===== src/rtl/mbist_mem_pkg.sv =====
// Shared types for the fault-injecting SRAM model: fault encodings, FSM states
// and the fault-table entry layout.
`default_nettype none

package mbist_mem_pkg;

  // Entry fields are sized for the widest supported geometry and zero-extended.
  localparam int ENTRY_ADDR_W = 32;
  localparam int ENTRY_BIT_W  = 8;

  typedef enum logic [1:0] {
    FLT_OFF  = 2'b00,
    FLT_SA0  = 2'b01,
    FLT_SA1  = 2'b10,
    FLT_FLIP = 2'b11
  } flt_type_e;

  typedef enum logic [0:0] {
    ST_IDLE  = 1'b0,
    ST_CLEAR = 1'b1
  } state_e;

  typedef struct packed {
    logic [ENTRY_ADDR_W-1:0] addr;
    logic [ENTRY_BIT_W-1:0]  bit_idx;
    flt_type_e               ftype;
  } flt_entry_t;

endpackage

`default_nettype wire


===== src/rtl/mbist_fault_inject.sv =====
// Combinational read-path fault overlay: per bit, the highest-indexed matching
// entry decides whether the raw bit is forced low, forced high or inverted.
`default_nettype none

module mbist_fault_inject
  import mbist_mem_pkg::*;
#(
  parameter int ADDR_WIDTH = 8,
  parameter int DATA_WIDTH = 8,
  parameter int MEM_SIZE   = 256,
  parameter int NUM_FAULTS = 2
) (
  input  logic [DATA_WIDTH-1:0] raw_i,
  input  logic [ADDR_WIDTH-1:0] addr_i,
  input  flt_entry_t            flt_tab_i [NUM_FAULTS],
  output logic [DATA_WIDTH-1:0] word_o
);

  flt_type_e sel;

  always_comb begin
    word_o = raw_i;
    sel    = FLT_OFF;
    for (int b = 0; b < DATA_WIDTH; b++) begin
      sel = FLT_OFF;
      // Ascending scan so a later (higher) entry overrides an earlier one.
      for (int i = 0; i < NUM_FAULTS; i++) begin
        if (flt_tab_i[i].ftype != FLT_OFF &&
            flt_tab_i[i].addr == ENTRY_ADDR_W'(addr_i) &&
            flt_tab_i[i].addr < ENTRY_ADDR_W'(MEM_SIZE) &&
            flt_tab_i[i].bit_idx == ENTRY_BIT_W'(b)) begin
          sel = flt_tab_i[i].ftype;
        end
      end
      case (sel)
        FLT_SA0:  word_o[b] = 1'b0;
        FLT_SA1:  word_o[b] = 1'b1;
        FLT_FLIP: word_o[b] = ~raw_i[b];
        default:  word_o[b] = raw_i[b];
      endcase
    end
  end

endmodule

`default_nettype wire


===== src/rtl/mbist_fault_sram.sv =====
// Single-port SRAM model for MBIST: bit-masked writes, 1/2-cycle read latency,
// sequenced clear, programmable read-path faults and a sticky range error.
`default_nettype none

module mbist_fault_sram
  import mbist_mem_pkg::*;
#(
  parameter  int ADDR_WIDTH = 8,
  parameter  int DATA_WIDTH = 8,
  parameter  int MEM_SIZE   = 256,
  parameter  int RD_LATENCY = 1,
  parameter  int NUM_FAULTS = 2,
  localparam int FLT_IDX_W  = (NUM_FAULTS > 1) ? $clog2(NUM_FAULTS) : 1,
  localparam int FLT_BIT_W  = (DATA_WIDTH > 1) ? $clog2(DATA_WIDTH) : 1
) (
  input  logic                  clk,
  input  logic                  rst,
  input  logic                  init_start,
  output logic                  init_busy,
  input  logic                  mem_en,
  input  logic                  mem_we,
  input  logic [ADDR_WIDTH-1:0] mem_addr,
  input  logic [DATA_WIDTH-1:0] mem_wdata,
  input  logic [DATA_WIDTH-1:0] mem_wmask,
  output logic [DATA_WIDTH-1:0] mem_rdata,
  output logic                  mem_rvalid,
  output logic                  mem_err,
  input  logic                  flt_wr,
  input  logic [FLT_IDX_W-1:0]  flt_idx,
  input  logic [ADDR_WIDTH-1:0] flt_addr,
  input  logic [FLT_BIT_W-1:0]  flt_bit,
  input  logic [1:0]            flt_type
);

  localparam int IDX_W = (MEM_SIZE > 1) ? $clog2(MEM_SIZE) : 1;

  logic [DATA_WIDTH-1:0] mem_q [MEM_SIZE];
  state_e                state_q;
  logic [IDX_W-1:0]      cnt_q;
  logic                  busy_q;
  logic                  err_q;
  flt_entry_t            flt_q [NUM_FAULTS];
  logic [DATA_WIDTH-1:0] rdata_q;
  logic                  rvalid_q;

  logic                  idle;
  logic                  in_range;
  logic                  acc;
  logic                  wr_en;
  logic                  rd_en;
  logic [IDX_W-1:0]      word_idx;
  logic [DATA_WIDTH-1:0] raw_word;
  logic [DATA_WIDTH-1:0] rd_data_d;
  logic [DATA_WIDTH-1:0] wr_word_d;

  assign idle      = (state_q == ST_IDLE);
  assign in_range  = (32'(mem_addr) < 32'(MEM_SIZE));
  assign acc       = idle & mem_en & ~rst;
  assign wr_en     = acc & mem_we & in_range;
  assign rd_en     = acc & ~mem_we;
  assign word_idx  = mem_addr[IDX_W-1:0];
  assign raw_word  = in_range ? mem_q[word_idx] : '0;
  assign wr_word_d = (mem_q[word_idx] & ~mem_wmask) | (mem_wdata & mem_wmask);

  mbist_fault_inject #(
    .ADDR_WIDTH (ADDR_WIDTH),
    .DATA_WIDTH (DATA_WIDTH),
    .MEM_SIZE   (MEM_SIZE),
    .NUM_FAULTS (NUM_FAULTS)
  ) u_inject (
    .raw_i     (raw_word),
    .addr_i    (mem_addr),
    .flt_tab_i (flt_q),
    .word_o    (rd_data_d)
  );

  always_ff @(posedge clk) begin
    if (rst) begin
      state_q <= ST_CLEAR;
      cnt_q   <= '0;
      busy_q  <= 1'b1;
    end else begin
      case (state_q)
        ST_IDLE: begin
          if (init_start) begin
            state_q <= ST_CLEAR;
            cnt_q   <= '0;
            busy_q  <= 1'b1;
          end
        end
        ST_CLEAR: begin
          if (cnt_q == IDX_W'(MEM_SIZE - 1)) begin
            state_q <= ST_IDLE;
            busy_q  <= 1'b0;
          end
          cnt_q <= cnt_q + 1'b1;
        end
        default: state_q <= ST_IDLE;
      endcase
    end
  end

  // A range error in the same cycle as an accepted init_start is still reported.
  always_ff @(posedge clk) begin
    if (rst) begin
      err_q <= 1'b0;
    end else if (acc && !in_range) begin
      err_q <= 1'b1;
    end else if (idle && init_start) begin
      err_q <= 1'b0;
    end
  end

  always_ff @(posedge clk) begin
    if (!idle) begin
      mem_q[cnt_q] <= '0;
    end else if (wr_en) begin
      mem_q[word_idx] <= wr_word_d;
    end
  end

  always_ff @(posedge clk) begin
    if (rst) begin
      for (int i = 0; i < NUM_FAULTS; i++) begin
        flt_q[i] <= '{addr: '0, bit_idx: '0, ftype: FLT_OFF};
      end
    end else if (flt_wr) begin
      for (int i = 0; i < NUM_FAULTS; i++) begin
        if (flt_idx == FLT_IDX_W'(i)) begin
          flt_q[i] <= '{addr:    ENTRY_ADDR_W'(flt_addr),
                        bit_idx: ENTRY_BIT_W'(flt_bit),
                        ftype:   flt_type_e'(flt_type)};
        end
      end
    end
  end

  generate
    if (RD_LATENCY == 2) begin : g_lat2
      logic [DATA_WIDTH-1:0] pipe_data_q;
      logic                  pipe_valid_q;

      always_ff @(posedge clk) begin
        if (rst) begin
          pipe_data_q  <= '0;
          pipe_valid_q <= 1'b0;
          rdata_q      <= '0;
          rvalid_q     <= 1'b0;
        end else begin
          pipe_valid_q <= rd_en;
          if (rd_en) pipe_data_q <= rd_data_d;
          rvalid_q <= pipe_valid_q;
          if (pipe_valid_q) rdata_q <= pipe_data_q;
        end
      end
    end else begin : g_lat1
      always_ff @(posedge clk) begin
        if (rst) begin
          rdata_q  <= '0;
          rvalid_q <= 1'b0;
        end else begin
          rvalid_q <= rd_en;
          if (rd_en) rdata_q <= rd_data_d;
        end
      end
    end
  endgenerate

  assign init_busy  = busy_q;
  assign mem_rdata  = rdata_q;
  assign mem_rvalid = rvalid_q;
  assign mem_err    = err_q;

endmodule

`default_nettype wire


===== config.mk =====
export PLATFORM = sky130hd
export DESIGN_NAME = mbist_fault_sram
export DESIGN_NICKNAME = d
export VERILOG_FILES = /design/src/rtl/mbist_mem_pkg.sv /design/src/rtl/mbist_fault_inject.sv /design/src/rtl/mbist_fault_sram.sv
export SDC_FILE = /design/constraint.sdc
export NUM_CORES = 2
export LEC_CHECK = 0
export ABC_CLOCK_PERIOD_IN_PS = 34500
export CELL_PAD_IN_SITES_DETAIL_PLACEMENT = 1
export CELL_PAD_IN_SITES_GLOBAL_PLACEMENT = 2
export CORE_MARGIN = 2
export CORE_UTILIZATION = 54
export CTS_CLUSTER_DIAMETER = 60
export DETAILED_ROUTE_END_ITERATION = 10
export GPL_ROUTABILITY_DRIVEN = 0
export HOLD_SLACK_MARGIN = 0.06
export PLACE_DENSITY = 0.86
export SYNTH_ARGS = -nofsm -noshare
export SYNTH_HDL_FRONTEND = slang
export SYNTH_HIERARCHICAL = 1
export SYNTH_SLANG_ARGS = --single-unit

===== constraint.sdc =====
create_clock -name clk -period 34.5 [get_ports clk]
set_clock_uncertainty 0.1 [all_clocks]
set_input_delay 8.625 -clock clk [delete_from_list [all_inputs] [get_ports clk]]
set_output_delay 8.625 -clock clk [all_outputs]
set_load 0.05 [all_outputs]

==> metrics.txt <==
status=complete, no violations; Seq cells post-synth=2093; CP most frequent cell=buf_4; CTS tree=yes; hold crit path type=reg2reg; CP cell instances=buf_8 -> buf_4 -> buf_4 -> buf_12 -> buf_4 -> mux4_2 -> mux4_2 -> mux2i_1 -> o21ai_1 -> nor3_2 -> nor4_1 -> a31o_4 -> buf_4 -> buf_4; Buffers on Ports=53; P&R area growth vs syn=11.0%; share of flip-flops with an asynchronous set or reset=0; htree depth=4; Routed WL=230000 µm; I/O pin total=55; residual DRC count=0; worst skew pair latency=roughly 850 ps; Slowest-stage cell, CP=buf_4; core box area=152000 µm²; ys flop type=edfxtp_1; CTS Buffer Depth=3; Chip Width=396 µm; Setup crit start kind=input pin; DRT antenna net count=0; grt total ovfl=0; Max Transition Viols Final=0; Layout Cells excl Fill=6548; clock slew seen by the registers of the worst setup and hold paths=60 ps; Crit path max-delay family=buffers and inverters; die area=~160000 µm²; RSZ-0062 raised after global routing=no; Vias/cell=~6.6; Final Power=0.00514 W; Worst slew margin=0.0922; switch share=0.214; initial core utilization=0.544; library cells used by synthesis=80; register area share after synthesis=0.754; post-DR wirelength/cell=35.1 µm; Seq pwr share=0.536; post-CTS setup buffer count=0; CTS sink cnt=2093; critical path type=in2reg; site row count=around 140; post-synth design cell area=82800 µm²; first-pass GRT wire length=331000 µm; first-pass iteration count of the detailed router=5; vias in the first global route=45.5k; placed inst area=85400 µm²; dpl hpwl=approximately 140000 µm; clock power share=0.425; Comb pwr share=0.038; Crit path largest cell delay=920 ps; Hold Fails Final Rpt=0; Pint=0.00404 W; Switch Pwr=0.00110 W; Fin Setup TNS=0 ps; post-synthesis cell count=roughly 4.2k; WP data arrival=16720 ps; post_cts resized=0; power per cell area=55.9 nW/µm²; Tot GR Track Use=0.296; Post-synth EDFFs=2048; die height=396 µm; MaxCap Viol Count=0; CTS Buf Count=about 200; # setup viols final=0; initial antenna violation count=9; Max Freq=0.0611 GHz; worst path bufs/invs=7; pre-CTS setup slack=17300 ps; Slew @ Worst Pin=approximately 1400 ps; nets=approximately 4.4k; layout cell share with drive strength beyond 1=0.195; post-route cell area=91900 µm²; Final Cycle Share=0.474; Setup WS post-layout=18140 ps; placed cells=6166; cts hold-fix bufs=0; leak pwr=31.7 nW; root buf cell=clkbuf_16; synth warn=6; CP Data Required Time=34860 ps; Mapped Avg Cell Area=about 20 µm²; fill count=12.9k; largest net degree at the start of global routing=241; fin crit period=~16000 ps; critical path capture point type=register; routed vias=43.3k; CP max FO=~110; worst vdd rail ir drop=0.0000618 V; DRT iter0 DRCs=5193
## power groups by stage
| stage | clock network, W | registers (W) | logic, W |
|---|---|---|---|
| after global routing | 0.00228 | 0.00275 | 0.000205 |
| after detailed placement | 0 | 0.00281 | 0.000193 |
| after floorplan | 0 | 0.00281 | 0.000126 |
| after global placement | 0 | 0.00281 | 0.000190 |
| after CTS | 0.00220 | 0.00275 | 0.000195 |
| final | 0.00219 | 0.00275 | 0.000198 |
## cells by family after synthesis
kind of cell | count (synthesis) | synth area share
fa+ha+maj | 1 | 0.000151
compound gates | 350 | 0.0290
mux | 725 | 0.156
buf+inv | 251 | 0.0186
xor+xnor | 16 | 0.00169
other cells | 1 | 0.0000453
simple gates | 742 | 0.0406
flops | 2093 | 0.754
## worst min-delay path, stage by stage (launching register included)
cell     delay [ps]
dfxtp_1         310
nand2_1          50
a21oi_1          50
## final cells by class
class,instances,area [µm²],area share
Inverter,8,35.0,0.000381
Antenna cell,1,2.50,0.0000272
Timing Repair Buffer,142,1250,0.0136
Tap cell,2030,2540,0.0276
Clock buffer,257,5340,0.0581
Multi-Input combinational cell,1893,19200,0.209
Clock inverter,124,1130,0.0123
Sequential cell,2093,62400,0.679
## cells in the final DEF (no fill, tap or decap), types with 7 or more instances in the layout
cell type and count:
a211oi_1 14, a21oi_1 90, a221oi_1 16, a22oi_1 84
a311oi_1 7, a31oi_1 15, and3_1 10, buf_4 85
bufinv_16 16, clkbuf_1 51, clkbuf_16 205, clkdlybuf4s50_1 47
clkinv_1 51, clkinv_2 37, clkinv_8 8, conb_1 59
dfxtp_1 45, edfxtp_1 2048, mux2_2 8, mux2i_1 263
mux4_2 453, nand2_1 224, nand2b_1 16, nand3_1 63
nand3b_1 13, nand4_1 19, nor2_1 307, nor2b_1 14
nor4_1 18, nor4_2 8, o21ai_0 34, o22ai_1 22
xnor2_1 8, xor2_1 8
## stage by stage
step / utilization / hold WS [ps]
5_1_grt: 0.604 / 390
4_1_cts: 0.604 / 359
6_report: 0.604 / 357
3_5_place_dp: 0.562 / 351
3_3_place_gp: 0.561 / 345
2_1_floorplan: - / 333
## metal layers
| layer | global-route usage | vias up | wire [µm] |
|---|---|---|---|
| li1 | - | 17400 | - |
| met1 | 0.407 | 22900 | 87600 |
| met2 | 0.468 | 2491 | 110000 |
| met3 | 0.0705 | 445 | 23000 |
| met4 | 0.109 | 4 | 8740 |
| met5 | 0 | - | 33 |
## synthesized netlist by cell type, types with 34 or more instances
cell	n	area [µm²]
nand2_1	224	841
nor2_1	309	1160
a22oi_1	84	631
dfxtp_1	45	901
buf_6	37	417
a21oi_1	91	455
nand3_1	66	330
buf_2	39	195
mux2i_1	263	2630
edfxtp_1	2048	61500
o21ai_0	34	170
clkbuf_1	123	462
mux4_2	453	10200
## flip-flops by register name (all words and copies together), names as in the netlist
signal / flops
mem_rdata: 8
mem_rvalid: 1
cnt_q: 8
flt_q: 26
mem_q: 2048
state_q: 1
init_busy: 1
## final timing paths
check / slack [ps] / depth (start not counted) / to / from
worst max-delay path: 18140 / 14 / mem_q[131][7]$_DFFE_PP_ / mem_addr[0]
worst max register to register: 28890 / 9 / mem_q[131][7]$_DFFE_PP_ / mem_q[167][7]$_DFFE_PP_
worst min-delay path: 360 / 2 / mem_rdata[0]$_SDFFE_PP0P_ / mem_rdata[0]$_SDFFE_PP0P_
worst min register to register: 360 / 2 / mem_rdata[0]$_SDFFE_PP0P_ / mem_rdata[0]$_SDFFE_PP0P_
No activity file was read; power rests on OpenSTA's default activity.
